File: src/rtl/gru_seq_driver.sv
// Steps a buffered STEP-long xt sequence through the GRU hidden layer: one en strobe per step, next step on h_finish rise, zero idle cycles.
// All outputs registered; h history readable with 1-cycle latency; optional GRU_GRAD_WAIT_EN adds a final grad_finish handshake.
module gru_seq_driver #(
  parameter int INPUTDIMEN = 4,
  parameter int CELLNUM    = 4,
  parameter int DATABIT    = 16,
  parameter int STEP       = 10,
  parameter int AW         = 4,
  parameter int TIMEOUT    = 255
) (
  input  logic                          clk,
  input  logic                          rst,
  input  logic                          start,
  input  logic                          x_wr_en,
  input  logic [AW-1:0]                 x_wr_addr,
  input  logic [INPUTDIMEN*DATABIT-1:0] x_wr_data,
  output logic                          en,
  output logic [INPUTDIMEN*DATABIT-1:0] xt,
  input  logic                          h_finish,
  input  logic [CELLNUM*DATABIT-1:0]    h,
  input  logic                          grad_finish,
  output logic [AW-1:0]                 step_idx,
  output logic                          busy,
  output logic                          done,
  output logic                          timeout_err,
  input  logic [AW-1:0]                 h_rd_addr,
  output logic [CELLNUM*DATABIT-1:0]    h_rd_data
);

  localparam int XTNUM = INPUTDIMEN * DATABIT;
  localparam int HTNUM = CELLNUM * DATABIT;
  localparam int CW    = $clog2(TIMEOUT + 1);

  localparam logic [AW:0]   STEP_EXT = (AW+1)'(STEP);
  localparam logic [AW-1:0] LAST_IDX = AW'(STEP - 1);
  localparam logic [CW-1:0] CNT_LAST = CW'(TIMEOUT - 1);

  typedef enum logic [1:0] {S_IDLE, S_WAIT_H, S_WAIT_G} state_t;

  state_t            state, state_nxt;
  logic [XTNUM-1:0]  xbuf [STEP];
  logic [HTNUM-1:0]  hbuf [STEP];

  logic [CW-1:0]     cnt, cnt_nxt;
  logic              h_finish_d;
  logic              h_rise;
  logic              last_step;
  logic              cnt_last;
  logic              x_wr_ok;
  logic              h_rd_ok;
  logic              h_we;

  logic              en_nxt, busy_nxt, done_nxt, terr_nxt;
  logic [XTNUM-1:0]  xt_nxt;
  logic [AW-1:0]     step_nxt;

`ifdef GRU_GRAD_WAIT_EN
  logic              grad_finish_d;
  logic              g_rise;
  assign g_rise = grad_finish & ~grad_finish_d;
`else
  logic              unused_grad_finish;
  assign unused_grad_finish = grad_finish;
`endif

  assign h_rise    = h_finish & ~h_finish_d;
  assign last_step = (step_idx == LAST_IDX);
  assign cnt_last  = (cnt == CNT_LAST);
  assign x_wr_ok   = x_wr_en && !busy && ({1'b0, x_wr_addr} < STEP_EXT);
  assign h_rd_ok   = ({1'b0, h_rd_addr} < STEP_EXT);

  always_ff @(posedge clk) begin
    if (rst) state <= S_IDLE;
    else     state <= state_nxt;
  end

  always_comb begin
    state_nxt = state;
    case (state)
      S_IDLE:   if (start) state_nxt = S_WAIT_H;
      S_WAIT_H: begin
        if (h_rise) begin
`ifdef GRU_GRAD_WAIT_EN
          if (last_step) state_nxt = S_WAIT_G;
`else
          if (last_step) state_nxt = S_IDLE;
`endif
        end else if (cnt_last) begin
          state_nxt = S_IDLE;
        end
      end
`ifdef GRU_GRAD_WAIT_EN
      S_WAIT_G: if (g_rise || cnt_last) state_nxt = S_IDLE;
`endif
      default:  state_nxt = S_IDLE;
    endcase
  end

  // Next values of the registered outputs; an edge is checked before the timeout so it wins a tie.
  always_comb begin
    en_nxt   = 1'b0;
    done_nxt = 1'b0;
    xt_nxt   = xt;
    step_nxt = step_idx;
    busy_nxt = busy;
    terr_nxt = timeout_err;
    cnt_nxt  = cnt;
    h_we     = 1'b0;
    case (state)
      S_IDLE: begin
        if (start) begin
          step_nxt = '0;
          xt_nxt   = xbuf[0];
          en_nxt   = 1'b1;
          busy_nxt = 1'b1;
          terr_nxt = 1'b0;
          cnt_nxt  = '0;
        end
      end
      S_WAIT_H: begin
        if (h_rise) begin
          h_we    = 1'b1;
          cnt_nxt = '0;
          if (!last_step) begin
            step_nxt = step_idx + 1'b1;
            xt_nxt   = xbuf[step_idx + 1'b1];
            en_nxt   = 1'b1;
          end else begin
`ifndef GRU_GRAD_WAIT_EN
            done_nxt = 1'b1;
            busy_nxt = 1'b0;
`endif
          end
        end else if (cnt_last) begin
          terr_nxt = 1'b1;
          busy_nxt = 1'b0;
        end else begin
          cnt_nxt = cnt + 1'b1;
        end
      end
`ifdef GRU_GRAD_WAIT_EN
      S_WAIT_G: begin
        if (g_rise) begin
          done_nxt = 1'b1;
          busy_nxt = 1'b0;
        end else if (cnt_last) begin
          terr_nxt = 1'b1;
          busy_nxt = 1'b0;
        end else begin
          cnt_nxt = cnt + 1'b1;
        end
      end
`endif
      default: ;
    endcase
  end

  always_ff @(posedge clk) begin
    if (rst) begin
      en          <= 1'b0;
      xt          <= '0;
      step_idx    <= '0;
      busy        <= 1'b0;
      done        <= 1'b0;
      timeout_err <= 1'b0;
      cnt         <= '0;
      h_finish_d  <= 1'b0;
      h_rd_data   <= '0;
`ifdef GRU_GRAD_WAIT_EN
      grad_finish_d <= 1'b0;
`endif
    end else begin
      en          <= en_nxt;
      xt          <= xt_nxt;
      step_idx    <= step_nxt;
      busy        <= busy_nxt;
      done        <= done_nxt;
      timeout_err <= terr_nxt;
      cnt         <= cnt_nxt;
      h_finish_d  <= h_finish;
      h_rd_data   <= h_rd_ok ? hbuf[h_rd_addr] : '0;
`ifdef GRU_GRAD_WAIT_EN
      grad_finish_d <= grad_finish;
`endif
    end
  end

  // Buffers keep their contents across reset.
  always_ff @(posedge clk) begin
    if (x_wr_ok) xbuf[x_wr_addr] <= x_wr_data;
    if (h_we)    hbuf[step_idx]  <= h;
  end

endmodule

File: config.mk
export PLATFORM = sky130hd
export DESIGN_NAME = gru_seq_driver
export DESIGN_NICKNAME = d
export VERILOG_FILES = /design/src/rtl/gru_seq_driver.sv
export SDC_FILE = /design/constraint.sdc
export NUM_CORES = 1
export LEC_CHECK = 0
export BUFFER_PORTS_ARGS = -buffer_cell sky130_fd_sc_hd__clkbuf_2
export CORE_MARGIN = 1.5
export CORE_UTILIZATION = 55
export CTS_CLUSTER_SIZE = 25
export DETAILED_ROUTE_END_ITERATION = 10
export PLACE_DENSITY = 0.75
export SLEW_MARGIN = 20
export SYNTH_ARGS = -nofsm -noshare
export SYNTH_HDL_FRONTEND = slang
export SYNTH_SLANG_ARGS = --single-unit
File: constraint.sdc
create_clock -name clk -period 8.05 [get_ports clk]
set_clock_uncertainty 0.2 [all_clocks]
set_input_delay 0.4025 -clock clk [delete_from_list [all_inputs] [get_ports clk]]
set_output_delay 0.4025 -clock clk [all_outputs]
set_load 0.02 [all_outputs]
==> results.toml <==
[placement]
dpl-instance-area_um2 = 56300
place_hpwl_um = 59600
gp_congestion = 0.733
port_buffers = 276

[clock_tree]
clkSlewWorstSetupHoldPaths_ns = 0.06
clock_latency_ns = 0.74
cts.sinks = 1425
cts_max_level = 4
post-cts-setup-buffers = 0
hold_buffers = 133
cts_tree = "yes"
clk_path_buf_depth = 3
cts_resized = 0
numCtsBuffers = 143
cts_root_buf = "clkbuf_16"

[die]
ios = 278
fp.dieH_um = 315
fp.dieW_um = 315
die-area_um2 = 99300
num_rows = 114
core_area_um2 = 96600
start_util_pct = 55.5

[global_routing]
grt-ovfl-total = 0
antenna_found_initial = 11
grt.total_usage_pct = 23.8
grt_max_degree = 131
grt_pass1_vias = 28451
grt_pass1_wl_um = 174000

[sta]
setup_viol = 0
period_share_pct = 52.3
clock.fmax_mhz = 238
relSlewSlack_pct = 27.5
min_period_ns = 4.21
rsz0062_at_grt = "false"
hold_violations = 0
finalMaxSlewViolations = 0
tns_ns = 0
whs_ns = 0.131
tightest_slew_ns = 1.09

[detailed_routing]
avgViaCountPerCell = 6.04
avgRoutedWirePerCell_um = 26.4
drtPass1Iterations = 5
detail_route.iter0.violations = 2415
routed_wl_um = 117000
ant_nets = 0
drcViolationCount = 0
num_vias = 26845

[power]
p_leak_uw = 0.0209
ir_drop_v = 0.000245
power.density_nw_per_um2 = 254

[worst_hold_path]
hp-start = "h_rd_addr[2]"
hold_path_class = "in2reg"
worstHoldPathCells = 3

[finish]
areaGrowthSynthToFinish_pct = 16.6
fin_util_pct = 64.7
fin_area_um2 = 62500
layout-drive-gt1-share_pct = 26.2
fillers = 6186
fin_nets = 3193

[synth]
synth-edff-count = 1280
ys_ff_latch = 1425
yosys.area.top_type = "edfxtp_1"
synth_cell_types = 44
yosys_warnings = 0
netlist_area_um2 = 53600
yosysSeqAreaShare_pct = 77.1
synth_top_area_share_pct = 71.7
synthArstFlopShare_pct = 0
synth_commonest_cells = "edfxtp_1, mux4_2, a211oi_1, mux2i_1, dfxtp_1"
yosysMostFrequentCell = "edfxtp_1"
postSynthCellCount = 2598
postSynthAreaPerCell_um2 = 20.6
synth_area_leaders = "edfxtp_1, mux4_2, dfxtp_1"
synthFlopType = "edfxtp_1"
syn-num-nets = 2746

[worst_setup_path]
cp_max_fo = 80
reg2reg_from = "state[0]$_SDFFE_PP0P_"
crit_required_ns = 8.20
worst-r2r-cell-count = 4
worst_ep_arrival_time_ns = 4.36
crit_type = "reg2reg"
critPathCaptureType = "flop"
r2r_setup_slack_ns = 3.84
crit_start = "state[0]$_SDFFE_PP0P_"
cp-start-kind = "flop"

[flow_run]
maxCapViolCount = 0

[outcome]
status = "completed"
stage by stage:
| step | setup slack, ns | cells | power (µW) |
|---|---|---|---|
| floorplan | 0.0660 | 2598 | 8950 |
| global placement | 3.88 | 4041 | 9240 |
| detailed placement | 3.81 | 4041 | 9280 |
| CTS | 3.82 | 4439 | 16000 |
| global route | 3.69 | 4447 | 16400 |
| finish | 3.84 | 4447 | 15900 |
critical path: stages (launching register included):
cell and delay [ns]:
dfxtp_4 0.91, buf_4 0.94, and3b_1 0.43, and4_4 0.47, buf_4 0.77
cell usage in the layout, fill, tap and decap left out, drive strengths merged, types with 6 or more instances in the layout:
| master | instances |
|---|---|
| nand2 | 9 |
| mux2i | 193 |
| a211oi | 196 |
| a21oi | 10 |
| nand3 | 70 |
| mux4 | 256 |
| dfxtp | 145 |
| nor2b | 66 |
| clkbuf | 475 |
| dlygate4sd3 | 133 |
| inv | 11 |
| edfxtp | 1280 |
| and2 | 9 |
| ha | 6 |
| nor3 | 7 |
| a22o | 64 |
| buf | 56 |
| diode | 6 |
| clkinv | 38 |
| nor2 | 79 |
| bufinv | 14 |
path summary, 6_finish.rpt:
path	to
worst max-delay path	hbuf[8][20]$_DFFE_PP_
worst min-delay path	h_rd_data[1]$_SDFF_PP0_
worst max register to register	hbuf[8][20]$_DFFE_PP_
worst min register to register	timeout_err$_SDFFE_PP0P_
sequential cells by signal, summed over array words and instances (netlist names):
register / flops
cnt: 8
timeout_err: 1
xt: 64
hbuf: 640
h_rd_data: 64
step_idx: 4
done: 1
xbuf: 640
h_finish_d: 1
state: 1
en: 1
layout make-up:
cell class | count | area [µm²] | share of cell area [%]
well taps | 1276 | 1600 | 2.55
inverters | 6 | 22.5 | 0.0360
clock buffers | 203 | 4040 | 6.46
diodes | 6 | 15.0 | 0.0240
clock inverters | 62 | 783 | 1.25
repair buffers | 461 | 3170 | 5.08
flip-flops and latches | 1425 | 41300 | 66.1
multi-input cells | 1008 | 11500 | 18.5
metal layers:
metal	global-route usage (%)	part of all wire, %	vias up
met2	41.3	52	1072
li1	-	-	11676
met1	29.5	38	13859
met3	5.72	7.8	228
met5	0	0.044	-
met4	7.82	2.5	10
logic make-up after synthesis:
logic type | count (synthesis) | synth area share, %
and+or+nand+nor | 267 | 2.59
adders and majority gates | 6 | 0.140
DFF | 1425 | 77.1
xor gates and xnor gates | 3 | 0.0630
muxes | 449 | 14.4
buffers and inverters | 165 | 1.67
AOI/OAI and AO/OA | 283 | 4.05
report_power, final:
part	leakage, µW	internal (µW)	switching, µW	total (µW)
Clock	0.00234	3980	2720	6700
Sequential	0.0127	8180	77.8	8260
Combinational	0.00580	374	550	924
Total	0.0209	12500	3350	15900
Note: power is estimated with default switching activity, not from simulation.
